File: src/rtl/piso_tx_sched.sv
// rtl/piso_tx_sched.sv - two-requester round-robin scheduler feeding a WIDTH-bit PISO
// Sequences IDLE -> LOAD -> SHIFT x WIDTH -> GAP x GAP, with all outputs registered.
module piso_tx_sched #(
    parameter int WIDTH = 4,
    parameter int GAP   = 0
) (
    input  logic             CLK,
    input  logic             RST,
    input  logic             EN,
    input  logic             REQ0,
    input  logic [WIDTH-1:0] DATA0,
    input  logic             REQ1,
    input  logic [WIDTH-1:0] DATA1,
    output logic             ACK0,
    output logic             ACK1,
    output logic [WIDTH-1:0] PISO_IN,
    output logic             PISO_S,
    output logic             FRAME,
    output logic             GNT_ID,
    output logic             BUSY,
    output logic             DONE
);
    localparam int CW = (WIDTH > 1) ? $clog2(WIDTH) : 1;

    typedef enum logic [1:0] {
        ST_IDLE  = 2'd0,
        ST_LOAD  = 2'd1,
        ST_SHIFT = 2'd2,
        ST_GAP   = 2'd3
    } state_t;

    state_t           state_q;
    logic             last_q;
    logic             gnt_q;
    logic [WIDTH-1:0] hold_q;
    logic             ack0_q;
    logic             ack1_q;
    logic             piso_s_q;
    logic             frame_q;
    logic             busy_q;
    logic             done_q;
    logic [CW-1:0]    bit_cnt_q;
    logic [3:0]       gap_cnt_q;

    // Both pending: the side that did not win last time gets the grant.
    logic pick_d;
    assign pick_d = (REQ0 && REQ1) ? ~last_q : REQ1;

    always_ff @(posedge CLK) begin
        if (RST) begin
            state_q   <= ST_IDLE;
            last_q    <= 1'b1;
            gnt_q     <= 1'b0;
            hold_q    <= '0;
            ack0_q    <= 1'b0;
            ack1_q    <= 1'b0;
            piso_s_q  <= 1'b1;
            frame_q   <= 1'b0;
            busy_q    <= 1'b0;
            done_q    <= 1'b0;
            bit_cnt_q <= '0;
            gap_cnt_q <= '0;
        end else begin
            ack0_q <= 1'b0;
            ack1_q <= 1'b0;
            done_q <= 1'b0;
            case (state_q)
                ST_IDLE: begin
                    if (EN && (REQ0 || REQ1)) begin
                        last_q   <= pick_d;
                        gnt_q    <= pick_d;
                        hold_q   <= pick_d ? DATA1 : DATA0;
                        ack0_q   <= ~pick_d;
                        ack1_q   <= pick_d;
                        piso_s_q <= 1'b0;
                        busy_q   <= 1'b1;
                        state_q  <= ST_LOAD;
                    end
                end
                ST_LOAD: begin
                    piso_s_q  <= 1'b1;
                    frame_q   <= 1'b1;
                    bit_cnt_q <= '0;
                    state_q   <= ST_SHIFT;
                end
                ST_SHIFT: begin
                    if (bit_cnt_q == CW'(WIDTH - 1)) begin
                        frame_q   <= 1'b0;
                        done_q    <= 1'b1;
                        bit_cnt_q <= '0;
                        if (GAP > 0) begin
                            gap_cnt_q <= '0;
                            state_q   <= ST_GAP;
                        end else begin
                            busy_q  <= 1'b0;
                            state_q <= ST_IDLE;
                        end
                    end else begin
                        bit_cnt_q <= bit_cnt_q + CW'(1);
                    end
                end
                ST_GAP: begin
                    if (gap_cnt_q == 4'(GAP - 1)) begin
                        gap_cnt_q <= '0;
                        busy_q    <= 1'b0;
                        state_q   <= ST_IDLE;
                    end else begin
                        gap_cnt_q <= gap_cnt_q + 4'd1;
                    end
                end
                default: state_q <= ST_IDLE;
            endcase
        end
    end

    assign ACK0    = ack0_q;
    assign ACK1    = ack1_q;
    assign PISO_IN = hold_q;
    assign PISO_S  = piso_s_q;
    assign FRAME   = frame_q;
    assign GNT_ID  = gnt_q;
    assign BUSY    = busy_q;
    assign DONE    = done_q;
endmodule

File: config.mk
export PLATFORM = sky130hd
export DESIGN_NAME = piso_tx_sched
export DESIGN_NICKNAME = d
export VERILOG_FILES = /design/src/rtl/piso_tx_sched.sv
export SDC_FILE = /design/constraint.sdc
export NUM_CORES = 1
export LEC_CHECK = 0
export BUFFER_PORTS_ARGS = -buffer_cell sky130_fd_sc_hd__buf_2
export CAP_MARGIN = 20
export CORE_MARGIN = 2
export CORE_UTILIZATION = 35
export DETAILED_ROUTE_END_ITERATION = 8
export PLACE_DENSITY = 0.64
export SYNTH_ARGS = -nofsm -noshare
export SYNTH_HDL_FRONTEND = slang
export SYNTH_SLANG_ARGS = --single-unit
File: constraint.sdc
create_clock -name CLK -period 1.3 [get_ports CLK]
set_input_delay 0.065 -clock CLK [delete_from_list [all_inputs] [get_ports CLK]]
set_output_delay 0.065 -clock CLK [all_outputs]
set_load 0.05 [all_outputs]
==> key figures, run 1 <==
Yosys
  • Syn_nets: 121
  • Mapped Area: 942 µm²
  • Seq/Total Area, Yosys: a little over two fifths
  • Ys Warns: 0
  • Cell variety after synth: 27
  • Synth Register Bits: 20
  • Post-Syn Instances: around 100
  • Post-Syn Area per Cell: 9.33 µm²

STA
  • Skew final: approximately 0.0085 ns
  • Max Clk Rate: 784 MHz
  • Final hold violations: 0
  • RSZ-0062 raised after global routing: true
  • Pins Over Slew Limit: 0
  • Slew margin rel.: a little over 70%
  • Final min period: between 1 and 1.5 ns
  • Worst Tran Pin Value: 0.436 ns
  • Fin crit share: just under 100%
  • Final setup violation count: 0

Cells and area
  • Multi-input logic area: around 590 µm²
  • Share of layout cells above drive strength 1: about two fifths
  • Register area: a little over 400 µm²
  • Diodes inserted: 0
  • Most frequent cells in the layout: buf_2, dfxtp_1, nor2_1, buf_4
  • Finished Core Util: roughly half
  • Most common library cell in the layout ignoring fill and taps: buf_2
  • Area growth syn-to-layout: 36.8%
  • Fill cell total of the finished layout: between 200 and 250
  • Fin cells: around 160
  • # nets final: 154

Global routing
  • First-pass GRT wire length: ~3.4 mm
  • Number of global-route vias before repair: between 800 and 900
  • Grt total ovfl: 0
  • Largest net degree at the start of global routing: 26
  • Total Routing Usage GR: ~14%
  • Initial antenna violation count: 0

Critical path
  • Crit path launch type: flip-flop
  • Critical Path Sink: state_q[0]
  • RR Endpoint: state_q[0]
  • Worst r2r path cells: 5
  • Required @ worst endpoint: 1.54 ns
  • Critical Path Sink Type: flip-flop
  • Worst Path Arrival: between 1.5 and 2 ns
  • Worst path cell trace: inv_6, ha_4, nor2b_4, a221oi_4, mux2i_1
  • Crit. Startpoint: state_q[0]
  • Reg-to-reg slack, setup: approximately 0.025 ns
  • CP Max Fanout: 4
  • Worst path max stage delay: 0.42 ns
  • Worst r2r src: state_q[0]
  • Kind of critical path: flip-flop to flip-flop
  • Slowest cell on the critical path: dfxtp_4

Die
  • Die Wd: approximately 56 µm
  • Rows: 18
  • DIE AREA: 0.00312 mm²
  • DIE HEIGHT: around 56 µm
  • IO Count: 24
  • CORE AREA: ~0.0025 mm²
  • Initial Utilization: about 37%

Route
  • First-pass detailed-route iteration total: 4
  • Vias: 800
  • DRT antenna net count: 0
  • Residual DRC: 0
  • Final wirelength: 1.94 mm
  • Vias per cell: 4.91
  • Wire per inst: 11.9 µm
  • Initial DRC count: 7

Pwr
  • VDD IR-drop max: between 1.5 and 2 mV
  • Pwr Density: ~1900 mW/mm²
  • Leak pwr: approximately 0.54 nW

Clock tree
  • Hold-fix buffers, CTS: 0
  • CTS sink cnt: 20
  • Root Driver: clkbuf_4
  • # H-tree levels: 1
  • Clock Latency Late Sink: ~0.30 ns
  • TritonCTS Buffers: 3
  • CTS clk-pin slew, worst paths: between 0.1 and 0.15 ns
  • TritonCTS clock tree: done
  • Max Root-Sink Buffers: 2

Hold path
  • Worst min-delay path class: primary input to flip-flop
  • Hold_sp: DATA0[0]

Placed design
  • RD Place Congestion: around 0.74
  • Dpl hpwl: between 1 and 1.5 mm
  • Port Buffer Count: 23
  • Post-placement cell count: 158

Flow run
  • Max_cap viols: 0

Status
  • Run status: finished clean
-- kinds of logic (layout without fill, tap and decap cells) --
kind of cell	count (synthesis)	count (layout)	synth area share (%)
xor+xnor	1	1	0.930
mux	7	7	7.44
fa+ha+maj	7	7	9.30
compound gates	22	22	16.7
buf+inv	7	39	3.05
flops	20	20	42.5
simple gates	37	37	20.1
-- critical path, delay by kind of cell, from the launching register on --
family | cells | cell delay [ns]
flops | 1 | 0.42
fa+ha+maj | 1 | 0.15
buf+inv | 1 | 0.05
mux | 1 | 0.21
simple gates | 1 | 0.13
compound gates | 1 | 0.26
-- sequential cells by signal (all words and copies together) (netlist names) --
| register | flops |
|---|---|
| PISO_IN | 4 |
| gap_cnt_q | 4 |
| bit_cnt_q | 2 |
| state_q | 2 |
| ACK0 | 1 |
| ACK1 | 1 |
| BUSY | 1 |
| DONE | 1 |
| FRAME | 1 |
| GNT_ID | 1 |
| PISO_S | 1 |
| last_q | 1 |
-- synth_stat cells --
| master | n | area share (%) |
|---|---|---|
| dfxtp_1 | 20 | 42 |
| nor2_1 | 9 | 3.6 |
| a21oi_1 | 8 | 4.2 |
| nand2_1 | 8 | 3.2 |
| nand2b_1 | 8 | 5.3 |
| ha_1 | 7 | 9.3 |
| mux2i_1 | 7 | 7.4 |
| a211oi_1 | 4 | 3.2 |
| o21ai_0 | 4 | 2.1 |
| inv_1 | 3 | 1.2 |
| nand3b_1 | 3 | 2.4 |
| clkbuf_1 | 2 | 0.80 |
| nand3_1 | 2 | 1.1 |
| nor2b_1 | 2 | 1.3 |
| nor3_1 | 2 | 1.1 |
| a21boi_4 | 1 | 2.0 |
| a221oi_2 | 1 | 1.6 |
| buf_2 | 1 | 0.53 |
| clkbuf_2 | 1 | 0.53 |
| nor3b_1 | 1 | 0.80 |
| nor4_1 | 1 | 0.66 |
| o211a_1 | 1 | 1.1 |
| o211ai_1 | 1 | 0.80 |
| o21a_1 | 1 | 0.80 |
| o221ai_1 | 1 | 0.93 |
| or3_1 | 1 | 0.66 |
| xor2_1 | 1 | 0.93 |
-- cell type report --
| type | count | area share [%] |
|---|---|---|
| clock buffers | 3 | 1.75 |
| repair buffers | 32 | 14.2 |
| well taps | 30 | 2.91 |
| flip-flops and latches | 20 | 31.7 |
| clock inverters | 1 | 2.33 |
| multi-input cells | 74 | 45.8 |
| inverters | 3 | 1.26 |
-- stage by stage --
| step | area (µm²) | setup slack, ns | setup TNS (ns) | power, W | hold slack, ns |
|---|---|---|---|---|---|
| 2_1_floorplan | 946 | 0.0214 | 0 | 0.00149 | 0.238 |
| 3_3_place_gp | 1140 | -0.0357 | -0.139 | 0.00171 | 0.402 |
| 4_1_cts | 1260 | 0.00517 | 0 | 0.00240 | 0.0686 |
| 6_report | 1290 | 0.0246 | 0 | 0.00243 | 0.0798 |
| 3_5_place_dp | 1140 | -0.111 | -0.518 | 0.00174 | 0.414 |
| 5_1_grt | 1290 | -0.0483 | -0.151 | 0.00259 | 0.0883 |
-- per-layer routing --
metal	up-vias	track usage, %	part of all wire, %
li1	422	-	-
met1	367	15.8	46
met2	9	23.8	50
met3	2	2.56	3.4
met4	0	6.12	0.98
met5	-	0	0
-- repair_timing --
action / in CTS / in global routing
gates resized for setup: 17 / 5
setup endpoints to repair: 9 / 5
pin swaps: 2 / 3
buffers inserted: 0 / 1
-- report_power, final --
group	switching [W]	internal [W]	leakage [nW]	total, W
logic	0.000633	0.000456	0.343	0.00109
clock network	0.000196	0.000311	0.0279	0.000508
registers	0.000100	0.000737	0.165	0.000837
total	0.000929	0.00150	0.536	0.00243
-- worst min-delay path by stage --
| stage | endpoint | cells past startpoint |
|---|---|---|
| after floorplan | state_q[0] | 2 |
| after global placement | PISO_IN[0] | 3 |
| after detailed placement | PISO_IN[0] | 3 |
| after CTS | PISO_IN[0] | 3 |
| after global routing | PISO_IN[1] | 3 |
| final | PISO_IN[0] | 3 |
Note: power is estimated with default switching activity, not from simulation.
==> inputs of run 2 (changes only) <==
Settings changed: HOLD_SLACK_MARGIN from default to 0.15.
==> key figures, run 2 (synthesis results as in run 1) <==
Clock tree
  • CTS clk-pin slew, worst paths: 0.12 ns
  • CTS sink cnt: 20
  • Root Driver: clkbuf_4
  • Clock Latency Late Sink: approximately 0.30 ns
  • # H-tree levels: 1
  • TritonCTS Buffers: 3
  • TritonCTS clock tree: done
  • Max Root-Sink Buffers: 2

Critical path
  • WP buf/inv: 1
  • Crit path launch type: flip-flop
  • Worst path cell trace: inv_6, ha_4, nor2b_4, a221oi_4, mux2i_1
  • Slowest cell on the critical path: dfxtp_4
  • Reg-to-reg slack, setup: about 0.020 ns
  • Worst r2r src: state_q[0]
  • CP Max Fanout: 4
  • RR Endpoint: state_q[0]
  • Top delay family on crit path: flip-flops
  • Worst path max stage delay: ~0.42 ns
  • Kind of critical path: flip-flop to flip-flop
  • Required @ worst endpoint: approximately 1.5 ns
  • Critical Path Sink Type: flip-flop
  • Worst r2r path cells: 5
  • Worst Path Arrival: about 1.5 ns

Global routing
  • First-pass GRT wire length: ~3.5 mm
  • Initial antenna violation count: 0
  • Number of global-route vias before repair: ~800
  • Largest net degree at the start of global routing: 26
  • Grt total ovfl: 0
  • Total Routing Usage GR: around 14%

Cells and area
  • Area growth syn-to-layout: 45.3%
  • Diodes inserted: 0
  • Fill cell total of the finished layout: 232
  • Share of layout cells above drive strength 1: a little over a third
  • Most common library cell in the layout ignoring fill and taps: buf_2
  • Final Cell Area: 0.00137 mm²
  • # nets final: ~160
  • Finished Core Util: between 50% and 60%
  • Most frequent cells in the layout: buf_2, dfxtp_1, nor2_1, buf_4

Status
  • Run status: finished clean

Placed design
  • RD Place Congestion: roughly 0.74
  • Placed instance area: 0.00114 mm²
  • Port Buffer Count: 23
  • Dpl hpwl: 1.40 mm

STA
  • Worst Tran Pin Value: roughly 0.44 ns
  • Skew final: around 0.0074 ns
  • Final setup violation count: 0
  • Pins Over Slew Limit: 0
  • Final hold violations: 0
  • Final min period: between 1 and 1.5 ns
  • Slew margin rel.: between 70% and 80%
  • Max Clk Rate: 781 MHz
  • Fin crit share: 98.5%
  • RSZ-0062 raised after global routing: true

Pwr
  • VDD IR-drop max: approximately 1.8 mV
  • Tot Pwr: around 0.0025 W
  • Pwr Density: about 1800 mW/mm²
  • Leak pwr: roughly 0.57 nW

Route
  • Initial DRC count: 5
  • First-pass detailed-route iteration total: 4
  • Final wirelength: around 2.1 mm
  • Residual DRC: 0
  • Wire per inst: around 12 µm
  • Vias per cell: around 4.8
  • DRT antenna net count: 0
  • Vias: ~820

Hold path
  • Worst min-delay path class: primary input to flip-flop
  • Hold path depth: 2
  • Hold EP: gap_cnt_q[2]
  • Hold_sp: RST

Die
  • Die Wd: 55.9 µm
  • DIE AREA: roughly 0.0031 mm²
  • CORE AREA: ~0.0025 mm²
  • DIE HEIGHT: roughly 56 µm
  • IO Count: 24
  • Rows: 18
  • Initial Utilization: a little under two fifths

Flow run
  • Max_cap viols: 0
-- run 2: area by class of cell --
type | instances | area, µm² | share of cell area [%]
Clock buffer | 3 | 22.5 | 1.65
Clock inverter | 1 | 30.0 | 2.19
Inverter | 3 | 16.3 | 1.19
Multi-Input combinational cell | 74 | 591 | 43.1
Sequential cell | 20 | 409 | 29.9
Tap cell | 30 | 37.5 | 2.74
Timing Repair Buffer | 40 | 263 | 19.2
-- run 2: how the worst max path moves through the flow --
stage	start	endpoint	slack (ns)	depth (start not counted)
after global routing	state_q[0]	state_q[1]	-0.05	5
after detailed placement	state_q[1]	BUSY	-0.11	4
after CTS	state_q[0]	BUSY	0.005	5
final	state_q[0]	state_q[0]	0.02	5
after global placement	state_q[1]	BUSY	-0.04	4
after floorplan	state_q[0]	state_q[0]	0.02	5
-- run 2: timing repair --
| item | 4_1_cts | 5_1_grt |
|---|---|---|
| endpoints found under the setup margin | 9 | 5 |
| pin swaps | 2 | 3 |
| setup buffers | 0 | 1 |
| endpoints found under the hold margin | 4 | 0 |
| cloned | 0 | 0 |
| hold buffers | 8 | 0 |
| gates resized for setup | 17 | 5 |
-- run 2: metal layers --
layer  GRT usage, %  vias to the layer above  part of all wire [%]
li1               -                      432                     -
met1           17.1                      372                    46
met2           25.2                        9                    51
met3           2.33                        2                   2.8
met4           6.12                        0                  0.92
met5              0                        -                     0
-- run 2: metrics by stage --
stage / setup TNS, ns / setup WS (ns) / std cells / hold WS, ns
2_1_floorplan: 0 / 0.0214 / 101 / 0.238
3_3_place_gp: -0.139 / -0.0357 / 158 / 0.402
3_5_place_dp: -0.518 / -0.111 / 158 / 0.414
4_1_cts: 0 / 0.00517 / 170 / 0.157
5_1_grt: -0.151 / -0.0485 / 171 / 0.199
6_report: 0 / 0.0199 / 171 / 0.169
-- run 2: power by group --
group | total [W] | internal, W | leakage (nW) | switching (W)
logic | 0.00111 | 0.000472 | 0.376 | 0.000638
clock network | 0.000509 | 0.000311 | 0.0279 | 0.000198
registers | 0.000838 | 0.000737 | 0.165 | 0.000101
